--- src/rtl/pkt_sched_pkg.sv ---
// Shared encodings, default geometry and select-width helper for pkt_buffer_sched.
package pkt_sched_pkg;

  localparam int unsigned DEF_NUM_BUF = 4;
  localparam int unsigned DEF_DATA_W  = 64;
  localparam int unsigned DEF_ROUTE_W = 24;

  localparam logic [1:0] IN_IDLE_ENC    = 2'd0;
  localparam logic [1:0] IN_GRANT_ENC   = 2'd1;
  localparam logic [1:0] IN_XFER_ENC    = 2'd2;
  localparam logic [1:0] IN_RELEASE_ENC = 2'd3;

  localparam logic [1:0] OUT_IDLE_ENC  = 2'd0;
  localparam logic [1:0] OUT_GRANT_ENC = 2'd1;
  localparam logic [1:0] OUT_DRAIN_ENC = 2'd2;

  // Index width for a select into n buffers; never narrower than one bit.
  function automatic int unsigned sel_width(input int unsigned n);
    return (n > 1) ? $clog2(n) : 1;
  endfunction

  localparam int unsigned DEF_SEL_W = sel_width(DEF_NUM_BUF);

endpackage

--- src/rtl/pkt_buffer_sched_rr_arbiter.sv ---
// Combinational round-robin pick: first set request at or after ptr, with wrap-around.
module rr_arbiter
  import pkt_sched_pkg::*;
#(
  parameter int unsigned N     = DEF_NUM_BUF,
  parameter int unsigned SEL_W = DEF_SEL_W
) (
  input  logic [N-1:0]     req,
  input  logic [SEL_W-1:0] ptr,
  output logic [N-1:0]     win_oh,
  output logic [SEL_W-1:0] win_idx
);

  logic [2*N-1:0] rot;
  logic           found;
  int unsigned    pos;

  // Rotating the doubled vector puts the candidate at ptr into bit 0.
  always_comb begin
    rot     = {req, req} >> ptr;
    found   = 1'b0;
    pos     = 0;
    win_idx = '0;
    for (int unsigned i = 0; i < N; i++) begin
      if (!found && rot[i]) begin
        found = 1'b1;
        pos   = 32'(ptr) + i;
        if (pos >= N) pos = pos - N;
        win_idx = SEL_W'(pos);
      end
    end
    win_oh = found ? ({{(N-1){1'b0}}, 1'b1} << win_idx) : '0;
  end

endmodule

--- src/rtl/pkt_buffer_sched.sv ---
// Ingress dispatch to empty buffers and egress arbitration onto one output port.
// Optional packet counters are built when PKT_SCHED_STATS_EN is defined.
module pkt_buffer_sched
  import pkt_sched_pkg::*;
#(
  parameter int unsigned NUM_BUF = DEF_NUM_BUF,
  parameter int unsigned DATA_W  = DEF_DATA_W,
  parameter int unsigned ROUTE_W = DEF_ROUTE_W
) (
  input  logic                       clk,
  input  logic                       reset,
  input  logic                       src_req,
  output logic                       src_ack,
  input  logic [DATA_W-1:0]          src_data,
  input  logic [ROUTE_W-1:0]         src_pkt_route,
  input  logic                       src_wr,
  output logic [NUM_BUF-1:0]         buf_in_req,
  input  logic [NUM_BUF-1:0]         buf_in_ack,
  input  logic [NUM_BUF-1:0]         buf_in_empty,
  output logic [DATA_W-1:0]          buf_in_data,
  output logic [ROUTE_W-1:0]         buf_in_pkt_route,
  output logic [NUM_BUF-1:0]         buf_in_wr,
  input  logic [NUM_BUF-1:0]         buf_out_req,
  output logic [NUM_BUF-1:0]         buf_out_ack,
  input  logic [NUM_BUF*DATA_W-1:0]  buf_out_data,
  input  logic [NUM_BUF*ROUTE_W-1:0] buf_out_pkt_route,
  input  logic [NUM_BUF-1:0]         buf_out_wr,
  input  logic [NUM_BUF-1:0]         buf_out_bop,
  input  logic [NUM_BUF-1:0]         buf_out_eop,
  output logic [NUM_BUF-1:0]         buf_out_rdy,
  output logic [DATA_W-1:0]          dst_data,
  output logic [ROUTE_W-1:0]         dst_pkt_route,
  output logic                       dst_wr,
  output logic                       dst_bop,
  output logic                       dst_eop,
  input  logic                       dst_rdy
`ifdef PKT_SCHED_STATS_EN
  ,
  output logic [31:0]                stat_in_pkts,
  output logic [31:0]                stat_out_pkts
`endif
);

  localparam int unsigned SEL_W = sel_width(NUM_BUF);

  typedef enum logic [1:0] {
    IN_IDLE    = IN_IDLE_ENC,
    IN_GRANT   = IN_GRANT_ENC,
    IN_XFER    = IN_XFER_ENC,
    IN_RELEASE = IN_RELEASE_ENC
  } in_state_e;

  typedef enum logic [1:0] {
    OUT_IDLE  = OUT_IDLE_ENC,
    OUT_GRANT = OUT_GRANT_ENC,
    OUT_DRAIN = OUT_DRAIN_ENC
  } out_state_e;

  function automatic logic [SEL_W-1:0] next_idx(input logic [SEL_W-1:0] s);
    return (32'(s) == NUM_BUF - 1) ? '0 : s + SEL_W'(1);
  endfunction

  in_state_e          in_state;
  out_state_e         out_state;
  logic [SEL_W-1:0]   in_sel, in_ptr, out_sel, out_ptr;
  logic [NUM_BUF-1:0] in_win_oh, out_win_oh;
  logic [SEL_W-1:0]   in_win_idx, out_win_idx;
  logic [NUM_BUF-1:0] in_oh, out_oh, out_grant_oh;
  logic               in_xfer;

  rr_arbiter #(.N(NUM_BUF), .SEL_W(SEL_W)) u_in_arb (
    .req     (buf_in_empty & {NUM_BUF{src_req}}),
    .ptr     (in_ptr),
    .win_oh  (in_win_oh),
    .win_idx (in_win_idx)
  );

  rr_arbiter #(.N(NUM_BUF), .SEL_W(SEL_W)) u_out_arb (
    .req     (buf_out_req),
    .ptr     (out_ptr),
    .win_oh  (out_win_oh),
    .win_idx (out_win_idx)
  );

  assign in_oh  = {{(NUM_BUF-1){1'b0}}, 1'b1} << in_sel;
  assign out_oh = {{(NUM_BUF-1){1'b0}}, 1'b1} << out_sel;

  // Ingress: claim an empty buffer, hold it for the whole packet, wait for its ack to drop.
  always_ff @(posedge clk) begin
    if (reset) begin
      in_state <= IN_IDLE;
      in_sel   <= '0;
      in_ptr   <= '0;
    end else begin
      case (in_state)
        IN_IDLE: if (|in_win_oh) begin
          in_sel   <= in_win_idx;
          in_state <= IN_GRANT;
        end
        IN_GRANT: if (|(buf_in_ack & in_oh)) in_state <= IN_XFER;
        IN_XFER: if (!src_req) begin
          in_ptr   <= next_idx(in_sel);
          in_state <= IN_RELEASE;
        end
        IN_RELEASE: if (!(|(buf_in_ack & in_oh))) in_state <= IN_IDLE;
        default: in_state <= IN_IDLE;
      endcase
    end
  end

  // Egress: grant until the buffer drops its request, then one drain cycle.
  always_ff @(posedge clk) begin
    if (reset) begin
      out_state <= OUT_IDLE;
      out_sel   <= '0;
      out_ptr   <= '0;
    end else begin
      case (out_state)
        OUT_IDLE: if (|out_win_oh) begin
          out_sel   <= out_win_idx;
          out_state <= OUT_GRANT;
        end
        OUT_GRANT: if (!(|(buf_out_req & out_oh))) out_state <= OUT_DRAIN;
        OUT_DRAIN: begin
          out_ptr   <= next_idx(out_sel);
          out_state <= OUT_IDLE;
        end
        default: out_state <= OUT_IDLE;
      endcase
    end
  end

  assign in_xfer          = (in_state == IN_XFER);
  assign src_ack          = in_xfer;
  assign buf_in_req       = (in_state == IN_GRANT || in_xfer) ? in_oh : '0;
  assign buf_in_wr        = (in_xfer && src_wr) ? in_oh : '0;
  assign buf_in_data      = in_xfer ? src_data : '0;
  assign buf_in_pkt_route = in_xfer ? src_pkt_route : '0;

  assign out_grant_oh = (out_state == OUT_GRANT) ? out_oh : '0;
  assign buf_out_ack  = out_grant_oh;
  assign buf_out_rdy  = out_grant_oh & {NUM_BUF{dst_rdy}};

  // Output mux is driven only while a grant is held, so idle cycles present all-zero.
  always_comb begin
    dst_data      = '0;
    dst_pkt_route = '0;
    dst_wr        = 1'b0;
    dst_bop       = 1'b0;
    dst_eop       = 1'b0;
    for (int i = 0; i < NUM_BUF; i++) begin
      if (out_grant_oh[i]) begin
        dst_data      = buf_out_data[i*DATA_W +: DATA_W];
        dst_pkt_route = buf_out_pkt_route[i*ROUTE_W +: ROUTE_W];
        dst_wr        = buf_out_wr[i];
        dst_bop       = buf_out_bop[i];
        dst_eop       = buf_out_eop[i];
      end
    end
  end

`ifdef PKT_SCHED_STATS_EN
  always_ff @(posedge clk) begin
    if (reset) begin
      stat_in_pkts  <= '0;
      stat_out_pkts <= '0;
    end else begin
      if (in_xfer && !src_req) stat_in_pkts <= stat_in_pkts + 32'd1;
      if (dst_wr && dst_eop) stat_out_pkts <= stat_out_pkts + 32'd1;
    end
  end
`endif

endmodule

--- config.mk ---
export PLATFORM = sky130hd
export DESIGN_NAME = pkt_buffer_sched
export DESIGN_NICKNAME = d
export VERILOG_FILES = /design/src/rtl/pkt_sched_pkg.sv /design/src/rtl/pkt_buffer_sched_rr_arbiter.sv /design/src/rtl/pkt_buffer_sched.sv
export SDC_FILE = /design/constraint.sdc
export NUM_CORES = 1
export LEC_CHECK = 0
export CORE_AREA = 2 2 261 263
export DETAILED_ROUTE_END_ITERATION = 8
export DIE_AREA = 0 0 263 265
export PLACE_DENSITY = 0.32
export SYNTH_ARGS = -nofsm -noshare
export SYNTH_HDL_FRONTEND = slang
export SYNTH_SLANG_ARGS = --single-unit
export TNS_END_PERCENT = 20
--- constraint.sdc ---
create_clock -name clk -period 4.55 [get_ports clk]
set_input_delay 0.91 -clock clk [delete_from_list [all_inputs] [get_ports clk]]
set_output_delay 0.91 -clock clk [all_outputs]
set_load 0.02 [all_outputs]
==> results.json, run 1 <==
{
  "worst_pin_slew_ns": 0.8767,
  "skew_ns": 0.0008144,
  "antenna_found_initial": 3,
  "p_comb_share_pct": 87.4,
  "cp.required_ns": 3.64,
  "layout-drive-gt1-share_pct": 2.460,
  "track_usage_pct": 10.88,
  "wl_per_cell_um": 19.07,
  "power.internal_mw": 1.299,
  "crit_family": "buffers and inverters",
  "cts_tree": "done",
  "drtAntennaViolNets": 0,
  "arrival_ns": 3.13,
  "cts_buffer_depth": 2,
  "rsz0062_at_grt": "no",
  "worstPathCellList": "inv_1, ha_1, nand2_4, clkinv_2, buf_4, a221oi_1, o21ai_0, clkdlybuf4s50_1",
  "cpMaxStageDelayCell": "a221oi_1",
  "p_sw_mw": 1.025,
  "clock.fmax_ghz": 0.2476,
  "start_kind": "flop",
  "htree_levels": 1,
  "place.gp.congestion": 0.8973,
  "finalCriticalPeriod_ns": 4.039,
  "num_io_pins": 665,
  "setup_violations": 0,
  "seq_power_share_pct": 5.9,
  "synthCells": 646,
  "place_inst": 2130,
  "final_common_cell": "clkdlybuf4s50_1",
  "path_depth": 8,
  "vias_per_cell": 3.555,
  "endpoint_kind": "primary output",
  "yosysSeqAreaShare_pct": 6.226,
  "die_h_um": 265,
  "clockPowerShare_pct": 6.8,
  "grt_pass1_vias": 7711,
  "syn-num-nets": 1128,
  "grt_pass1_wl_mm": 56.73,
  "syn_area_per_cell_um2": 5.973,
  "cts_buffers": 3,
  "post-synth-top-area-cell": "o21ai_0",
  "dp.final_hpwl_mm": 33.21,
  "synth_area_mm2": 0.003859,
  "cts-root-buf": "clkbuf_16",
  "period_share_pct": 88.76,
  "criticalPathCategory": "reg2out",
  "rows": 95,
  "drc": 0,
  "cts-resized-gates": 0,
  "slew_viol_final": 0,
  "cts_hold_buffers": 0,
  "post-synth-top-area-fraction_pct": 21.53,
  "reg2reg_depth": 6,
  "whs_path_depth": 2,
  "synth.distinct_cells": 35,
  "path_buf_inv": 4,
  "yosysWarnings": 0,
  "synth_seq_cells": 12,
  "vias": 7583,
  "syn_to_final_growth_pct": 202.1,
  "n_antenna_cell": 0,
  "placeableCoreArea_mm2": 0.06680,
  "port_buffers": 664,
  "hp-class": "reg2reg",
  "cts_setup_buffers": 0,
  "dieArea_mm2": 0.06970,
  "power.leakage_nw": 3.897,
  "cts_num_sinks": 12,
  "critPathMaxFanout": 11,
  "dr.pass1.iters": 5,
  "swShare_pct": 44.10,
  "instances_no_fill": 2133,
  "layout.nets": 1744,
  "slew_headroom_pct": 41.55,
  "grt-ovfl-total": 0,
  "drtIter0Drc": 375,
  "final_cell_mix": "clkdlybuf4s50_1, o21ai_0, nand2_1",
  "synth.top_cells.by_area": "o21ai_0, a221oi_1, and2_1",
  "die_w_um": 263,
  "fin_tns_setup_ns": 0,
  "p_per_area_mw_per_mm2": 199.3,
  "outcome": "completed",
  "wl_mm": 40.67,
  "clkTransAtPathRegs_ns": 0.04,
  "peakVddDrop_uv": 115.4,
  "hold_violations": 0,
  "grt_max_degree": 92,
  "cap_violations": 0,
  "slowest_delay_ns": 0.70,
  "clk_latency_ns": 0.24,
  "initial_utilization_pct": 5.776
}
==> sequential cells by signal, summed over array words and instances, names as in the netlist <==
signal     flops
out_ptr        2
out_state      2
out_sel        2
in_ptr         2
in_sel         2
in_state       2
==> layer usage <==
| layer | GRT usage [%] | vias to the layer above | wire length [um] |
|---|---|---|---|
| li1 | - | 3623 | - |
| met1 | 13.10 | 3558 | 16620 |
| met2 | 20.08 | 376 | 20810 |
| met3 | 2.332 | 22 | 2716 |
| met4 | 1.591 | 4 | 512 |
| met5 | 0 | - | 21 |
==> worst reg2reg max path: stages, from the launching register on <==
cell and delay [ns]:
dfxtp_1 0.34, inv_1 0.12, ha_2 0.66, buf_12 0.29, nor2b_1 0.28, mux2i_1 0.21, nor2_1 0.05
==> cells in the mapped netlist, drive strengths merged <==
cell    instances
a21boi          1
a21oi          11
a221oi         91
a22o            1
a22oi           4
and2           94
and3            9
and3b           1
buf            15
clkbuf         57
dfxtp          12
ha             13
inv            11
mux2i           4
mux4            1
nand2         104
nand2b          2
nand3           3
nand4b          1
nor2           10
nor2b           4
nor3b           1
o211a           1
o21a            2
o21ai         184
o221ai          1
o22ai           1
o31ai           1
o41ai           2
or3             1
or4             2
or4b            1
==> kinds of logic (layout without fill, tap and decap cells) <==
kind of cell | after synthesis | after routing | synth area share (%)
DFF | 12 | 12 | 6.226
and+or+nand+nor | 233 | 233 | 30.64
muxes | 5 | 5 | 1.621
buffers and inverters | 83 | 697 | 8.463
adders and majority gates | 13 | 13 | 4.215
AOI/OAI and AO/OA | 300 | 300 | 48.83
==> cell type report <==
cell class / instances / area [um2]
fill: 7598 / 55150
timing repair buffer: 683 / 6889
multi-input combinational: 551 / 3316
tap: 873 / 1092
sequential: 12 / 240.2
clock buffer: 3 / 75.07
inverter: 11 / 43.79
==> through the flow <==
stage | instance area, um2 | util, % | setup WS (ns) | hold WS [ns] | total power, mW
6_report | 11660 | 17.45 | 0.5114 | 0.4680 | 2.323
5_1_grt | 11660 | 17.45 | 0.4140 | 0.5231 | 2.468
4_1_cts | 11660 | 17.45 | 0.3960 | 0.4720 | 2.356
3_5_place_dp | 11580 | 17.34 | 0.6399 | 0.4657 | 2.183
3_3_place_gp | 11580 | 17.34 | 0.6880 | 0.4685 | 2.197
2_1_floorplan | 3859 | - | 1.779 | 0.4452 | 0.9757
==> power groups by stage <==
| stage | clock network, mW | registers [mW] | logic [mW] |
|---|---|---|---|
| after floorplan | 0 | 0.134 | 0.842 |
| after global placement | 0 | 0.138 | 2.06 |
| after detailed placement | 0 | 0.139 | 2.04 |
| after CTS | 0.162 | 0.137 | 2.06 |
| after global routing | 0.172 | 0.140 | 2.16 |
| final | 0.157 | 0.136 | 2.03 |
==> final timing paths <==
path / start / end / slack (ns)
setup reg to reg: in_state[0]$_SDFFE_PP0P_ / in_ptr[1]$_SDFFE_PP0P_ / 2.49
hold / removal: out_ptr[0]$_SDFFE_PP0N_ / out_ptr[0]$_SDFFE_PP0N_ / 0.47
setup / recovery: out_sel[0]$_SDFFE_PP0P_ / dst_data[0] / 0.51
hold reg to reg: out_ptr[0]$_SDFFE_PP0N_ / out_ptr[0]$_SDFFE_PP0N_ / 0.47
Note: power is estimated with default switching activity, not from simulation.
==> inputs of run 2 (changes only) <==
- SETUP_SLACK_MARGIN: not set -> 0.02
==> results of run 2 <==
No change in the layout: final DEF, timing and power equal those of run 1.
==> inputs of run 3 (changes only) <==
- CORE_AREA: 2 2 261 263 -> 10 10 247 249
- DIE_AREA: 0 0 263 265 -> 0 0 257 259
- PLACE_DENSITY: 0.32 -> 0.36
==> results.json, run 3 (same netlist as run 1, synthesis figures left out) <==
{
  "slew_headroom_pct": 42.59,
  "clock.fmax_ghz": 0.2380,
  "seq_power_share_pct": 5.9,
  "grt-ovfl-total": 0,
  "drtAntennaViolNets": 0,
  "r2r_setup_slack_ns": 2.59,
  "port_buffers": 664,
  "final_cell_mix": "clkdlybuf4s50_1, o21ai_0, nand2_1",
  "place_inst": 2024,
  "layout-drive-gt1-share_pct": 3.541,
  "whs_path_depth": 2,
  "cts_buffer_depth": 2,
  "syn_to_final_growth_pct": 198.7,
  "initial_utilization_pct": 6.897,
  "wl_per_cell_um": 22.36,
  "arrival_ns": 3.29,
  "hp-class": "reg2reg",
  "dieArea_mm2": 0.06656,
  "track_usage_pct": 12.49,
  "met1Wirelength_mm": 18.60,
  "final_common_cell": "clkdlybuf4s50_1",
  "cts_hold_buffers": 0,
  "setup_violations": 0,
  "grt_pass1_wl_mm": 62.28,
  "clk_latency_ns": 0.24,
  "grt_max_degree": 97,
  "die_w_um": 257,
  "clockPowerShare_pct": 6.8,
  "hold_start": "out_ptr[0]$_SDFFE_PP0N_",
  "cts_tree": "done",
  "hold_violations": 0,
  "cts_buffers": 3,
  "cap_violations": 0,
  "wl_mm": 45.35,
  "placeableCoreArea_mm2": 0.05595,
  "clkTransAtPathRegs_ns": 0.04,
  "power.leakage_nw": 3.946,
  "cts_num_sinks": 12,
  "power_mw": 2.325,
  "vias_per_cell": 3.753,
  "p_comb_share_pct": 87.4,
  "cts-root-buf": "clkbuf_16",
  "cp.required_ns": 3.64,
  "hold_slack_ns": 0.4748,
  "highest_layer": "met5",
  "p_per_area_mw_per_mm2": 201.7,
  "crit_start": "out_sel[1]$_SDFFE_PP0P_",
  "wl_met3_mm": 3.537,
  "grt_pass1_vias": 8055,
  "cts_setup_buffers": 0,
  "p_sw_mw": 1.036,
  "period_share_pct": 92.34,
  "slew_viol_final": 0,
  "place.gp.congestion": 0.8808,
  "layout.nets": 1755,
  "fillers": 6356,
  "fin_util_pct": 20.60,
  "num_io_pins": 665,
  "finalCriticalPeriod_ns": 4.201,
  "r2r_start": "in_state[0]$_SDFFE_PP0P_",
  "start_kind": "flop",
  "critPathMaxFanout": 29,
  "power.internal_mw": 1.289,
  "outcome": "completed",
  "skew_ns": 0.0004632,
  "wl_met2_mm": 22.66,
  "swShare_pct": 44.55,
  "rows": 87,
  "cts-resized-gates": 0,
  "htree_levels": 1,
  "dp.final_hpwl_mm": 38.35,
  "worst_pin_slew_ns": 0.8612,
  "drtIter0Drc": 330,
  "antenna_found_initial": 4,
  "endpoint_kind": "primary output",
  "instances_no_fill": 2028,
  "vias": 7612,
  "rsz0062_at_grt": "no",
  "reg2reg_depth": 6,
  "die_h_um": 259,
  "peakVddDrop_uv": 149.3,
  "fin_tns_setup_ns": 0,
  "dr.pass1.iters": 7,
  "drc": 0,
  "criticalPathCategory": "reg2out"
}
[run 3: cell count changes in the layout (fill, tap and decap cells not counted)]
cell / before / now
clkdlybuf4s50_1: 664 / 661
buf_12: 8 / 3
diode_2: 0 / 1
buf_4: 11 / 30
[run 3: final timing paths]
kind | end
max | dst_data[30]
min | out_ptr[0]$_SDFFE_PP0N_
max reg2reg | in_state[1]$_SDFFE_PP0P_
min reg2reg | out_ptr[0]$_SDFFE_PP0N_
[run 3: cell type report]
class / instances / area [um2] / share of cell area (%)
flip-flops and latches: 12 / 240.2 / 2.084
inverters: 11 / 43.79 / 0.3800
diodes: 1 / 2.502 / 0.02171
well taps: 756 / 945.9 / 8.208
clock buffers: 3 / 75.07 / 0.6514
repair buffers: 694 / 6902 / 59.88
multi-input cells: 551 / 3316 / 28.77
[run 3: routing by layer]
metal,global-route usage [%],up-vias
met5,0,-
met4,1.939,2
met3,3.528,24
met2,22.28,365
met1,14.84,3581
li1,-,3640
[run 3: worst max-delay path, stage by stage (launching register included)]
cell and delay (ns):
dfxtp_1 0.36, inv_1 0.07, ha_1 0.22, and3b_4 0.67, buf_4 0.34, a221oi_1 0.11
o21ai_0 0.49, clkdlybuf4s50_1 0.72
[run 3: through the flow]
| step | instance area, um2 | setup WS [ns] |
|---|---|---|
| floorplan | 3859 | 1.779 |
| global placement | 11450 | 0.6970 |
| detailed placement | 11450 | 0.6815 |
| CTS | 11520 | 0.3728 |
| global route | 11520 | 0.2221 |
| finish | 11520 | 0.3487 |
[run 3: power by group through the flow]
stage | registers [mW] | clock network [mW] | logic, mW
floorplan | 0.134 | 0 | 0.842
global placement | 0.138 | 0 | 2.06
detailed placement | 0.138 | 0 | 2.05
CTS | 0.136 | 0.163 | 2.07
global route | 0.138 | 0.167 | 2.17
finish | 0.136 | 0.158 | 2.03
